## config.mk

```make
export PLATFORM = sky130hd
export DESIGN_NAME = day015_ram_burst_ctrl
export DESIGN_NICKNAME = d
export VERILOG_FILES = /design/src/rtl/day015_ram_burst_ctrl.sv
export SDC_FILE = /design/constraint.sdc
export NUM_CORES = 1
export LEC_CHECK = 0
export BUFFER_PORTS_ARGS = -buffer_cell sky130_fd_sc_hd__buf_2
export CELL_PAD_IN_SITES_DETAIL_PLACEMENT = 1
export CELL_PAD_IN_SITES_GLOBAL_PLACEMENT = 1
export CORE_MARGIN = 2
export CORE_UTILIZATION = 28
export CTS_BUF_LIST = sky130_fd_sc_hd__clkbuf_2 sky130_fd_sc_hd__clkbuf_4 sky130_fd_sc_hd__clkbuf_8
export CTS_CLUSTER_DIAMETER = 150
export CTS_CLUSTER_SIZE = 10
export DETAILED_ROUTE_END_ITERATION = 10
export PLACE_DENSITY = 0.81
export SYNTH_ARGS = -nofsm -noshare
export SYNTH_HDL_FRONTEND = slang
export SYNTH_SLANG_ARGS = --single-unit
```

## constraint.sdc

```tcl
create_clock -name clk_i -period 1.8 [get_ports clk_i]
set_input_delay 0.09 -clock clk_i [delete_from_list [all_inputs] [get_ports clk_i]]
set_output_delay 0.09 -clock clk_i [all_outputs]
set_load 0.01 [all_outputs]
```

## src/rtl/day015_ram_burst_ctrl.sv

```systemverilog
// day015_ram_burst_ctrl: burst initiator for one port of a 1-cycle-latency synchronous RAM.
// Optional beat counters wr_beats_o/rd_beats_o are added when RAM_BURST_STATS_EN is defined.
module day015_ram_burst_ctrl #(
  parameter int DATA_WIDTH = 8,
  parameter int DEPTH = 8,
  localparam int ADDR_WIDTH = (DEPTH > 2) ? $clog2(DEPTH) : 1
) (
  input  logic                  clk_i,
  input  logic                  rst_ni,
  input  logic                  cmd_valid_i,
  output logic                  cmd_ready_o,
  input  logic                  cmd_write_i,
  input  logic [ADDR_WIDTH-1:0] cmd_addr_i,
  input  logic [ADDR_WIDTH-1:0] cmd_len_i,
  input  logic                  wdata_valid_i,
  output logic                  wdata_ready_o,
  input  logic [DATA_WIDTH-1:0] wdata_i,
  output logic                  rdata_valid_o,
  output logic [DATA_WIDTH-1:0] rdata_o,
  output logic                  done_o,
  output logic [ADDR_WIDTH-1:0] ram_addr_o,
  output logic                  ram_we_o,
  output logic [DATA_WIDTH-1:0] ram_data_o,
  input  logic [DATA_WIDTH-1:0] ram_data_i
`ifdef RAM_BURST_STATS_EN
  ,
  output logic [15:0]           wr_beats_o,
  output logic [15:0]           rd_beats_o
`endif
);
  typedef enum logic [1:0] {IDLE, WRITE, READ} state_t;
  state_t state, state_d;
  logic [ADDR_WIDTH-1:0] cur_addr, cur_addr_d, remaining, remaining_d, len_clamped, addr_inc;
  logic rd_pending, rd_pending_d, done, done_d, wr_beat, last;
  assign len_clamped = ({1'b0, cmd_len_i} >= (ADDR_WIDTH+1)'(DEPTH)) ? ADDR_WIDTH'(DEPTH - 1) : cmd_len_i;
  assign addr_inc = (cur_addr == ADDR_WIDTH'(DEPTH - 1)) ? '0 : cur_addr + ADDR_WIDTH'(1);
  assign wr_beat = (state == WRITE) && wdata_valid_i;
  assign last = (remaining == '0);
  assign cmd_ready_o = (state == IDLE);
  assign wdata_ready_o = (state == WRITE);
  assign ram_we_o = wr_beat;
  assign ram_addr_o = cur_addr;
  assign ram_data_o = wdata_i;
  assign rdata_valid_o = rd_pending;
  assign rdata_o = ram_data_i;
  assign done_o = done;
  // Reads issue one address per cycle; writes advance only on accepted beats.
  always_comb begin
    state_d = state;
    cur_addr_d = cur_addr;
    remaining_d = remaining;
    rd_pending_d = 1'b0;
    done_d = 1'b0;
    if ((state == IDLE) && cmd_valid_i) begin
      cur_addr_d = cmd_addr_i;
      remaining_d = len_clamped;
      state_d = cmd_write_i ? WRITE : READ;
    end else if (wr_beat || (state == READ)) begin
      cur_addr_d = addr_inc;
      remaining_d = last ? '0 : remaining - ADDR_WIDTH'(1);
      rd_pending_d = (state == READ);
      done_d = last;
      state_d = last ? IDLE : state;
    end
  end
  always_ff @(posedge clk_i) begin
    if (!rst_ni) begin
      state <= IDLE;
      cur_addr <= '0;
      remaining <= '0;
      rd_pending <= 1'b0;
      done <= 1'b0;
    end else begin
      state <= state_d;
      cur_addr <= cur_addr_d;
      remaining <= remaining_d;
      rd_pending <= rd_pending_d;
      done <= done_d;
    end
  end
`ifdef RAM_BURST_STATS_EN
  always_ff @(posedge clk_i) begin
    if (!rst_ni) begin
      wr_beats_o <= '0;
      rd_beats_o <= '0;
    end else begin
      if (wr_beat && (wr_beats_o != 16'hFFFF)) wr_beats_o <= wr_beats_o + 16'd1;
      if (rd_pending && (rd_beats_o != 16'hFFFF)) rd_beats_o <= rd_beats_o + 16'd1;
    end
  end
`endif
endmodule

```

==> impl_results.rst <==
.. list-table::
   :header-rows: 1

   * - Metric
     - Value
   * - Filler instances
     - 315
   * - Accumulated negative setup slack
     - 0 ns
   * - Routed len/inst
     - 15.0 µm
   * - Total leakage power
     - 0.000344 µW
   * - Vertical die dimension
     - 54.6 µm
   * - Hold Vio Cnt, Final
     - 0
   * - Overall die area
     - 2980 µm²
   * - Placed Instance Area
     - 717 µm²
   * - Core Area
     - 2450 µm²
   * - Final Util
     - 0.301
   * - First-pass GRT wire length
     - around 2900 µm
   * - Drt via density
     - 5.20
   * - Portion of the clock cycle consumed by the worst path in the final layout
     - 0.805
   * - Total number of nets in the final design
     - 120
   * - Number of enable-type register cells in the synthesized netlist
     - 0
   * - Antenna Cells
     - 0
   * - Cell area after layout
     - 739 µm²
   * - Number of core rows
     - 18
   * - Power Dens Cells
     - 806 nW/µm²
   * - Horizontal extent of the die
     - 54.6 µm
   * - Final period demand of the worst path
     - 1.45 ns
   * - Final antenna-violating net count
     - 0
   * - Worst-case headroom to the max-slew limit
     - 0.804
   * - Num ports
     - 51
   * - Setup repair after global routing missed its margin
     - false
   * - Setup fix buffers added after clock tree synthesis
     - 0
   * - Worst hold slack after final layout
     - 0.0799 ns
   * - Sum of overflow across all layers after global routing
     - 0
   * - CP Capture Type
     - flip-flop
   * - CP Data Required Time
     - approximately 2.0 ns
   * - Worst-skew pair later-pin latency
     - 0.26 ns
   * - Post-synthesis cell count
     - between 80 and 90
   * - Netlist Area Pre-Place
     - about 700 µm²
   * - WS Path Type
     - flip-flop to flip-flop
   * - Share of post-route cells with drive strength above 1
     - 0.315
   * - Number of sinks driven by the clock tree
     - 10
   * - Largest net degree at the start of global routing
     - 11
   * - Vias in the first global route
     - 630
   * - Post-DP HPWL
     - 1380 µm
   * - CTS tree
     - done
   * - Clk_skew
     - 0.00417 ns
   * - Maximum fanout along the worst path
     - 7
   * - Weighted congestion at the end of routability-driven global placement
     - 0.725
   * - Number of gates resized after CTS
     - 0
   * - Count of unique library cells instantiated by Yosys
     - 33
   * - Cts hold-fix bufs
     - 0
   * - Highest clock rate
     - 690 MHz
   * - Clock buffer count from CTS
     - 3
   * - Worst IR Drop VDD
     - between 0.3 and 0.4 mV
   * - Final Total Pwr
     - 596 µW
   * - Flop and latch count out of synthesis
     - 10
   * - Startpoint types
     - flip-flop
   * - Number of remaining DRC errors
     - 0
   * - Status
     - completed
   * - Worst min-delay path category
     - primary input to flip-flop
   * - Per-instance average area after synthesis
     - roughly 8.4 µm²
   * - Most instantiated flip-flop cell in the synthesis netlist
     - dfxtp_1
   * - Antenna violations before repair
     - 0
   * - Transition time at the pin with the least slew margin
     - slightly below 0.3 ns
   * - Depth of the CTS H-tree
     - 1
   * - Number of buffers between clock root and the deepest sink
     - 2
   * - Fraction of registers with async set or reset after synthesis
     - 0
   * - Detailed-route via count
     - between 600 and 700
   * - Number of synthesis warnings
     - 0
   * - Setup-violating endpoint count in the final report
     - 0
   * - Reg clk slew, reported paths
     - ~0.07 ns
   * - IO Port Bufs
     - 18
   * - Syn Nets
     - 114
   * - DRT iter0 DRCs
     - 6
   * - Root Driver
     - clkbuf_4
   * - Data arrival time at the worst-slack endpoint
     - 1.60 ns
   * - First-pass iteration count of the detailed router
     - 4
   * - Sequential area share after synthesis
     - 0.280
   * - Global Route Usage Sum
     - 0.138
   * - Starting density of the core
     - 0.292
   * - Number of max-slew violations in the final report
     - 0
   * - Max-Cap Viols
     - 0
   * - Wirelength, routed
     - approximately 1800 µm
   * - Post-synthesis to final-layout area growth
     - 3.32%
sequential cells by signal, indices dropped and copies added, names as in the netlist:
register and flops:
ram_addr_o 3, remaining 3, rdata_valid_o 1, state 2, done_o 1
where the power goes:
part | internal [µW] | switching, µW | total (µW)
Sequential | 243 | 27.6 | 271
Combinational | 77.8 | 94.5 | 172
Clock | 77.2 | 75.5 | 153
per-stage QoR:
step,cells,setup WS (ns)
after floorplan,85,0.457
after global placement,116,0.488
after detailed placement,116,0.357
after CTS,119,0.345
after global routing,119,0.226
final,119,0.351
placed cells by master (no fill, tap or decap), drive strengths merged:
master	n
buf	20
a211oi	1
o22ai	2
nor2b	1
inv	3
ha	2
a21oi	5
nand3b	2
nand2	4
nand4	2
nor3	2
mux2i	1
clkbuf	3
o21ai	3
or3	1
dfxtp	10
a2111oi	1
o31ai	1
nand3	2
a222oi	1
mux2	3
nor2	10
nand2b	4
o22a	1
o211a	1
a32oi	2
a21o	1
worst max-delay path: stages (launching register included):
cell      delay, ns
dfxtp_1        0.43
ha_1           0.19
ha_1           0.18
nor3_1         0.06
a21o_1         0.16
a222oi_1       0.24
nor2_1         0.07
path summary, 6_finish.rpt:
| check | from | end | slack [ns] | cells after the start |
|---|---|---|---|---|
| worst max register to register | ram_addr_o[0] | ram_addr_o[0] | 0.35 | 6 |
| worst min-delay path | cmd_len_i[1] | remaining[1] | 0.08 | 3 |
| worst max-delay path | ram_addr_o[0] | ram_addr_o[0] | 0.35 | 6 |
| worst min register to register | remaining[2] | remaining[1] | 0.53 | 2 |
synth_stat cells (2+ instances only):
master    instances  share of area
a21oi_1           5          0.035
a32oi_1           2          0.024
buf_2             2          0.014
buf_4            16           0.17
dfxtp_1          10           0.28
ha_1              2          0.035
inv_1             3          0.016
mux2_1            3          0.047
nand2_1           3          0.016
nand2b_1          2          0.017
nand3_1           2          0.014
nand3b_1          2          0.021
nand4_1           2          0.017
nor2_1            9          0.047
nor3_1            2          0.014
o21ai_1           2          0.014
o22ai_1           2          0.017
layout make-up:
cell class / count / area [µm²] / share of cell area
inverters: 3 / 11.3 / 0.0152
clock buffers: 3 / 22.5 / 0.0305
flip-flops and latches: 10 / 200 / 0.271
well taps: 30 / 37.5 / 0.0508
repair buffers: 20 / 105 / 0.142
multi-input cells: 53 / 363 / 0.491
per-layer routing:
metal / vias up / GRT usage / share of wire
met2: 19 / 0.243 / 0.51
met3: 4 / 0.0383 / 0.060
met1: 298 / 0.146 / 0.41
li1: 298 / - / -
met5: - / 0 / 0
met4: 0 / 0.0750 / 0.020
kinds of logic after synthesis:
| family | Yosys count | synth area share |
|---|---|---|
| AND/OR/NAND/NOR | 28 | 0.220 |
| buffers and inverters | 22 | 0.213 |
| AO/OA/AOI/OAI | 19 | 0.191 |
| flip-flops | 10 | 0.280 |
| multiplexers | 4 | 0.0612 |
| adder cells (fa/ha/maj) | 2 | 0.0350 |
No activity file was read; power rests on OpenSTA's default activity.
